`config.mk`:
```
export PLATFORM = sky130hd
export DESIGN_NAME = triangle_analyzer_flat
export DESIGN_NICKNAME = d
export VERILOG_FILES = /design/src/rtl/triangle_pkg.sv /design/src/rtl/triangle_analyzer_if.sv /design/src/rtl/sat_counter.sv /design/src/rtl/triangle_analyzer.sv /design/src/flat_wrapper.sv
export SDC_FILE = /design/constraint.sdc
export NUM_CORES = 1
export LEC_CHECK = 0
export CAP_MARGIN = 25
export CORE_MARGIN = 2
export CORE_UTILIZATION = 50
export CTS_CLUSTER_DIAMETER = 40
export DETAILED_ROUTE_END_ITERATION = 8
export PLACE_DENSITY_LB_ADDON = 0.05
export SLEW_MARGIN = 20
export SYNTH_ARGS = -nofsm -noshare
export SYNTH_HDL_FRONTEND = slang
export SYNTH_SLANG_ARGS = --single-unit
export TNS_END_PERCENT = 10
```
`constraint.sdc`:
```
create_clock -name clk -period 2.9 [get_ports clk]
set_input_delay 0.435 -clock clk [delete_from_list [all_inputs] [get_ports clk]]
set_output_delay 0.435 -clock clk [all_outputs]
set_load 0.03 [all_outputs]
```
`src/rtl/triangle_pkg.sv`:
```
// Types shared between the triangle generator and the triangle analyzer.
package triangle_pkg;

    typedef enum logic [1:0] {
        IDLE,
        ACQ,
        UP,
        DOWN
    } analyzer_state_t;

    typedef enum logic {
        DIR_UP,
        DIR_DOWN
    } dir_t;

endpackage

```
`src/rtl/triangle_analyzer_if.sv`:
```
// Sample-in / verdict-out bundle of the triangle analyzer.
interface triangle_analyzer_if #(
    parameter int unsigned N  = 8,
    parameter int unsigned PW = 16,
    parameter int unsigned EW = 8
);
    logic                ena;
    logic [N-1:0]        in;
    triangle_pkg::dir_t  dir;
    logic                locked;
    logic                peak;
    logic                trough;
    logic                err;
    logic [EW-1:0]       err_count;
    logic [PW-1:0]       period;
    logic                period_valid;

    modport master (
        output ena, in,
        input  dir, locked, peak, trough, err, err_count, period, period_valid
    );

    modport slave (
        input  ena, in,
        output dir, locked, peak, trough, err, err_count, period, period_valid
    );
endinterface

```
`src/rtl/sat_counter.sv`:
```
// Up-counter that sticks at all-ones; clr wins over inc. Synchronous active-low reset.
module sat_counter #(
    parameter int unsigned W = 8
) (
    input  logic         clk,
    input  logic         rst,
    input  logic         inc,
    input  logic         clr,
    output logic [W-1:0] count
);
    logic [W-1:0] count_q, count_d;

    always_comb begin
        count_d = count_q;
        if (clr) begin
            count_d = '0;
        end else if (inc && (count_q != '1)) begin
            count_d = count_q + W'(1);
        end
    end

    always_ff @(posedge clk) begin
        if (!rst) begin
            count_q <= '0;
        end else begin
            count_q <= count_d;
        end
    end

    assign count = count_q;
endmodule

```
`src/rtl/triangle_analyzer.sv`:
```
// Locks onto a +/-1 triangle sample stream, flags peaks/troughs/step errors.
// Period measurement is built only when TRIANGLE_ANALYZER_PERIOD_EN is defined.
module triangle_analyzer
    import triangle_pkg::*;
#(
    parameter int unsigned N  = 8,
    parameter int unsigned PW = 16,
    parameter int unsigned EW = 8
) (
    input logic          clk,
    input logic          rst,
    triangle_analyzer_if.slave bus
);
    localparam logic [N-1:0] Max   = '1;
    localparam logic [N-1:0] MaxM1 = Max - N'(1);

    analyzer_state_t state_q, state_d;
    logic [N-1:0]    prev_q, prev_d;
    logic            peak_q, peak_d;
    logic            trough_q, trough_d;
    logic            err_q, err_d;

    // N+1-bit compares so MAX+1 and 0-1 cannot alias onto a legal sample.
    logic up_step, dn_step, cont_up, cont_dn, turn_dn, turn_up;
    assign up_step = ({1'b0, bus.in} == ({1'b0, prev_q} + (N+1)'(1)));
    assign dn_step = ({1'b0, bus.in} == ({1'b0, prev_q} - (N+1)'(1)));
    assign cont_up = (prev_q != Max) && up_step;
    assign cont_dn = (prev_q != '0) && dn_step;
    assign turn_dn = (prev_q == Max) && (bus.in == MaxM1);
    assign turn_up = (prev_q == '0) && (bus.in == N'(1));

    assign prev_d = bus.ena ? bus.in : prev_q;

    always_ff @(posedge clk) begin
        if (!rst) begin
            state_q  <= IDLE;
            prev_q   <= '0;
            peak_q   <= 1'b0;
            trough_q <= 1'b0;
            err_q    <= 1'b0;
        end else begin
            state_q  <= state_d;
            prev_q   <= prev_d;
            peak_q   <= peak_d;
            trough_q <= trough_d;
            err_q    <= err_d;
        end
    end

    always_comb begin
        state_d = state_q;
        if (bus.ena) begin
            unique case (state_q)
                IDLE: state_d = ACQ;
                ACQ: begin
                    if (up_step)      state_d = UP;
                    else if (dn_step) state_d = DOWN;
                end
                UP: begin
                    if (cont_up)      state_d = UP;
                    else if (turn_dn) state_d = DOWN;
                    else              state_d = ACQ;
                end
                DOWN: begin
                    if (cont_dn)      state_d = DOWN;
                    else if (turn_up) state_d = UP;
                    else              state_d = ACQ;
                end
            endcase
        end
    end

    always_comb begin
        peak_d   = 1'b0;
        trough_d = 1'b0;
        err_d    = 1'b0;
        if (bus.ena) begin
            unique case (state_q)
                IDLE, ACQ: ;
                UP: begin
                    peak_d = turn_dn;
                    err_d  = !cont_up && !turn_dn;
                end
                DOWN: begin
                    trough_d = turn_up;
                    err_d    = !cont_dn && !turn_up;
                end
            endcase
        end
    end

    assign bus.locked = (state_q == UP) || (state_q == DOWN);
    assign bus.dir    = (state_q == DOWN) ? DIR_DOWN : DIR_UP;
    assign bus.peak   = peak_q;
    assign bus.trough = trough_q;
    assign bus.err    = err_q;

    sat_counter #(.W(EW)) u_err_cnt (
        .clk   (clk),
        .rst   (rst),
        .inc   (err_d),
        .clr   (1'b0),
        .count (bus.err_count)
    );

`ifdef TRIANGLE_ANALYZER_PERIOD_EN
    logic [PW-1:0] cnt;
    logic [PW-1:0] period_q;
    logic          period_valid_q;
    logic          seen_q;
    logic          seen_clr;

    // Errors always land in ACQ, so IDLE->ACQ is the only other entry to cover.
    assign seen_clr = err_d || (bus.ena && (state_q == IDLE));

    sat_counter #(.W(PW)) u_period_cnt (
        .clk   (clk),
        .rst   (rst),
        .inc   (bus.ena),
        .clr   (trough_d),
        .count (cnt)
    );

    always_ff @(posedge clk) begin
        if (!rst) begin
            seen_q         <= 1'b0;
            period_q       <= '0;
            period_valid_q <= 1'b0;
        end else begin
            if (trough_d)      seen_q <= 1'b1;
            else if (seen_clr) seen_q <= 1'b0;
            period_valid_q <= trough_d && seen_q;
            if (trough_d && seen_q) period_q <= cnt + PW'(1);
        end
    end

    assign bus.period       = period_q;
    assign bus.period_valid = period_valid_q;
`else
    assign bus.period       = '0;
    assign bus.period_valid = 1'b0;
`endif
endmodule

```
`src/flat_wrapper.sv`:
```
// flat-port wrapper written by rule: the top's interface ports become plain ports
module triangle_analyzer_flat import triangle_pkg::*;
#(
    parameter int unsigned N  = 8,
    parameter int unsigned PW = 16,
    parameter int unsigned EW = 8
)
  (clk, rst, bus_ena, bus_in, bus_dir, bus_locked, bus_peak, bus_trough, bus_err, bus_err_count, bus_period, bus_period_valid);
  triangle_analyzer_if #(.N(N), .PW(PW), .EW(EW)) bus_i ();
  input logic clk;
  input logic rst;
  input wire logic [$bits(bus_i.ena)-1:0] bus_ena;
  input wire logic [$bits(bus_i.in)-1:0] bus_in;
  output wire logic [$bits(bus_i.dir)-1:0] bus_dir;
  output wire logic [$bits(bus_i.locked)-1:0] bus_locked;
  output wire logic [$bits(bus_i.peak)-1:0] bus_peak;
  output wire logic [$bits(bus_i.trough)-1:0] bus_trough;
  output wire logic [$bits(bus_i.err)-1:0] bus_err;
  output wire logic [$bits(bus_i.err_count)-1:0] bus_err_count;
  output wire logic [$bits(bus_i.period)-1:0] bus_period;
  output wire logic [$bits(bus_i.period_valid)-1:0] bus_period_valid;
  assign bus_i.ena = bus_ena;
  assign bus_i.in = bus_in;
  assign bus_dir = bus_i.dir;
  assign bus_locked = bus_i.locked;
  assign bus_peak = bus_i.peak;
  assign bus_trough = bus_i.trough;
  assign bus_err = bus_i.err;
  assign bus_err_count = bus_i.err_count;
  assign bus_period = bus_i.period;
  assign bus_period_valid = bus_i.period_valid;
  triangle_analyzer #(.N(N), .PW(PW), .EW(EW)) u_core (.clk(clk), .rst(rst), .bus(bus_i));
endmodule
```
==> results.cfg <==
[outcome]
status = finished clean

[finish]
diodes = 0
drive_gt1_share_pct = 11.0
fin_nets = 252
fin_util_pct = 59.1
syn_to_final_growth_pct = 13.2
instances_no_fill = 282

[synth]
synthMuxAreaShare_pct = 9.56
synthDistinctLibCells = 58
ys_ff_latch = 21
synthAdderAreaFrac_pct = 2.88
synth-simple-area-share_pct = 27.5
synth_area_leaders = dfxtp_1 24%, mux2i_1 8.1%, buf_4 7.8%
synthCells = 217
ys_seq_area_share_pct = 24.2
synth_top_flop_cell = dfxtp_1
avgSynthCellArea_um2 = 8.02
synth_most_common_cell = dfxtp_1
syn_area_um2 = 1740
yosys.area.top_type = dfxtp_1
synth_warnings = 0
synth_xor_area_share_pct = 7.05
synthTopCellsByCount = 21 x dfxtp_1, 20 x nand2_1, 18 x buf_4
synth_top_family_by_area = simple AND/OR/NAND/NOR gates
yosys.area.top_type_share_pct = 24.2
synthArstFlopShare_pct = 0
synth_edf_count = 0
synth-compound-area-share_pct = 15.0

[cts]
hold_buffers = 0
cts_tree = yes
htree_levels = 1
clk_path_buf_depth = 2
clockRootBuffer = clkbuf_4
cts_post_setup_buffers_inserted = 0
ctsResizeCount = 0
clock_latency_ns = 0.30
cts_buffers = 3
cts.sinks = 21
clk_pin_slew_ns = 0.12

[timing]
finalCriticalPeriod_ns = 2.71
hold_viol = 0
worst_pin_slew_ns = 0.511
tns_ns = 0
drv_slew = 0
max_slew_margin_pct = 65.6
fmax_mhz = 369
rsz0062_at_grt = false
clock_skew_ns = 0.00780
finalSetupViolCount = 0
finalCritPeriodShare_pct = 93.5

[pwr]
power_frac_comb_pct = 27.7
p_sw_share_pct = 33.3
power.density_nw_per_um2 = 319
power_w = 0.000628
p_int_w = 0.000419
clkPwrFrac_pct = 22.8
p_leak_nw = 0.742
ir_drop_v = 0.000244
p_seq_share_pct = 49.5
switchingPower_w = 0.000209

[worst_setup_path]
crit_arrival_ns = 2.93
startpoint_type = flip-flop
critPathKind = flip-flop to flip-flop
critical_path_required_ns = 3.12
endpoint_kind = flip-flop
path_max_fanout = 10

[flow_run]
cap_violations = 0

[placed_design]
dp_hpwl_um = 3050
dp.cells = 278
io_buffers = 23
routabilityCongestion = 0.893

[routing]
viasPerCell = 5.57
wl_per_cell_um = 13.9
drt-total-wl_um = 3920
drtIter0Drc = 76
drtAntennaViolNets = 0
firstDrtPassIters = 4
drc = 0
dr_total_vias = 1570

[min_path]
hold_path.class = flip-flop to flip-flop

[global_route]
grt_usage_pct = 20.9
grt_max_degree = 14
grt_pass1_vias = 1491
antenna_found_initial = 0
grt.overflow.total = 0
grt_pass1_wl_um = 6870

[die]
fp-row-count = 21
pin_count = 41
dieWidth_um = 63
die-height_um = 63
die-area_um2 = 3970
start_util_pct = 52.2
core_um2 = 3340
==> sequential cells by signal (all words and copies together) (netlist names) <==
name                    cells
u_core.prev_q               8
u_core.u_err_cnt.count      8
u_core.state_q              2
u_core.bus.err              1
u_core.bus.peak             1
u_core.bus.trough           1
==> cells in the final DEF, fill, tap and decap left out, drive strengths merged, types with 2 or more instances in the layout <==
master / count
a21boi: 3
a21oi: 12
and2: 2
and3: 3
and4: 2
buf: 9
clkbuf: 4
clkdlybuf4s50: 23
conb: 17
dfxtp: 21
ha: 4
inv: 6
mux2: 2
mux2i: 14
nand2: 20
nand2b: 6
nand3: 12
nand4: 3
nand4b: 2
nor2: 16
nor3: 5
nor4: 4
nor4b: 3
o21ai: 3
or2: 3
xnor2: 5
xor2: 9
==> per-stage QoR <==
stage          cell area (um2)  setup WS [ns]  hold slack (ns)
3_5_place_dp              1940        -0.0320            0.474
4_1_cts                   1970          0.196            0.494
5_1_grt                   1970         0.0381            0.532
3_3_place_gp              1940         0.0590            0.463
2_1_floorplan             1800          0.378            0.526
6_report                  1970          0.190            0.491
==> critical path: stages, from the launching register on <==
cell and delay, ns:
dfxtp_1 0.33, inv_1 0.08, ha_1 0.19, or3b_4 0.42, mux2_4 0.30, a221o_1 0.36, a21oi_2 0.22, a211o_1 0.42
a21boi_1 0.12, o21a_1 0.19
==> cells by family (layout without fill, tap and decap cells) <==
group | Yosys count | count (layout)
XOR/XNOR | 14 | 14
AO/OA/AOI/OAI | 32 | 32
AND/OR/NAND/NOR | 89 | 89
other | 1 | 17
buffers and inverters | 40 | 43
multiplexers | 16 | 16
adder cells (fa/ha/maj) | 4 | 4
flip-flops | 21 | 21
==> final cells by class <==
class,count,area [um2]
clock buffers,4,26.3
fillers,325,1370
inverters,7,26.3
multi-input cells,172,1140
flip-flops and latches,21,420
well taps,46,57.6
repair buffers,32,298
==> per-layer routing <==
layer / global-route usage, % / share of wire, % / vias up
met1: 27.2 / 46 / 746
met5: 0 / 0 / -
li1: - / - / 765
met3: 3.42 / 5.3 / 4
met2: 35.4 / 48 / 55
met4: 6.11 / 0.54 / 0
==> power groups by stage <==
stage	Clock [W]	Sequential, W	Combinational (W)
after detailed placement	0	0.000317	0.000172
after floorplan	0	0.000305	0.000157
final	0.000143	0.000311	0.000174
after global routing	0.000163	0.000313	0.000189
after global placement	0	0.000316	0.000166
after CTS	0.000146	0.000310	0.000172
==> worst paths after layout <==
check	depth (start not counted)	to	slack [ns]	from
worst max register to register	9	u_core.u_err_cnt.count[1]	0.19	u_core.prev_q[0]
worst min register to register	2	u_core.u_err_cnt.count[5]	0.49	u_core.u_err_cnt.count[5]
worst max-delay path	9	u_core.u_err_cnt.count[1]	0.19	u_core.prev_q[0]
worst min-delay path	2	u_core.u_err_cnt.count[5]	0.49	u_core.u_err_cnt.count[5]
(Power assumes the default switching activity.)
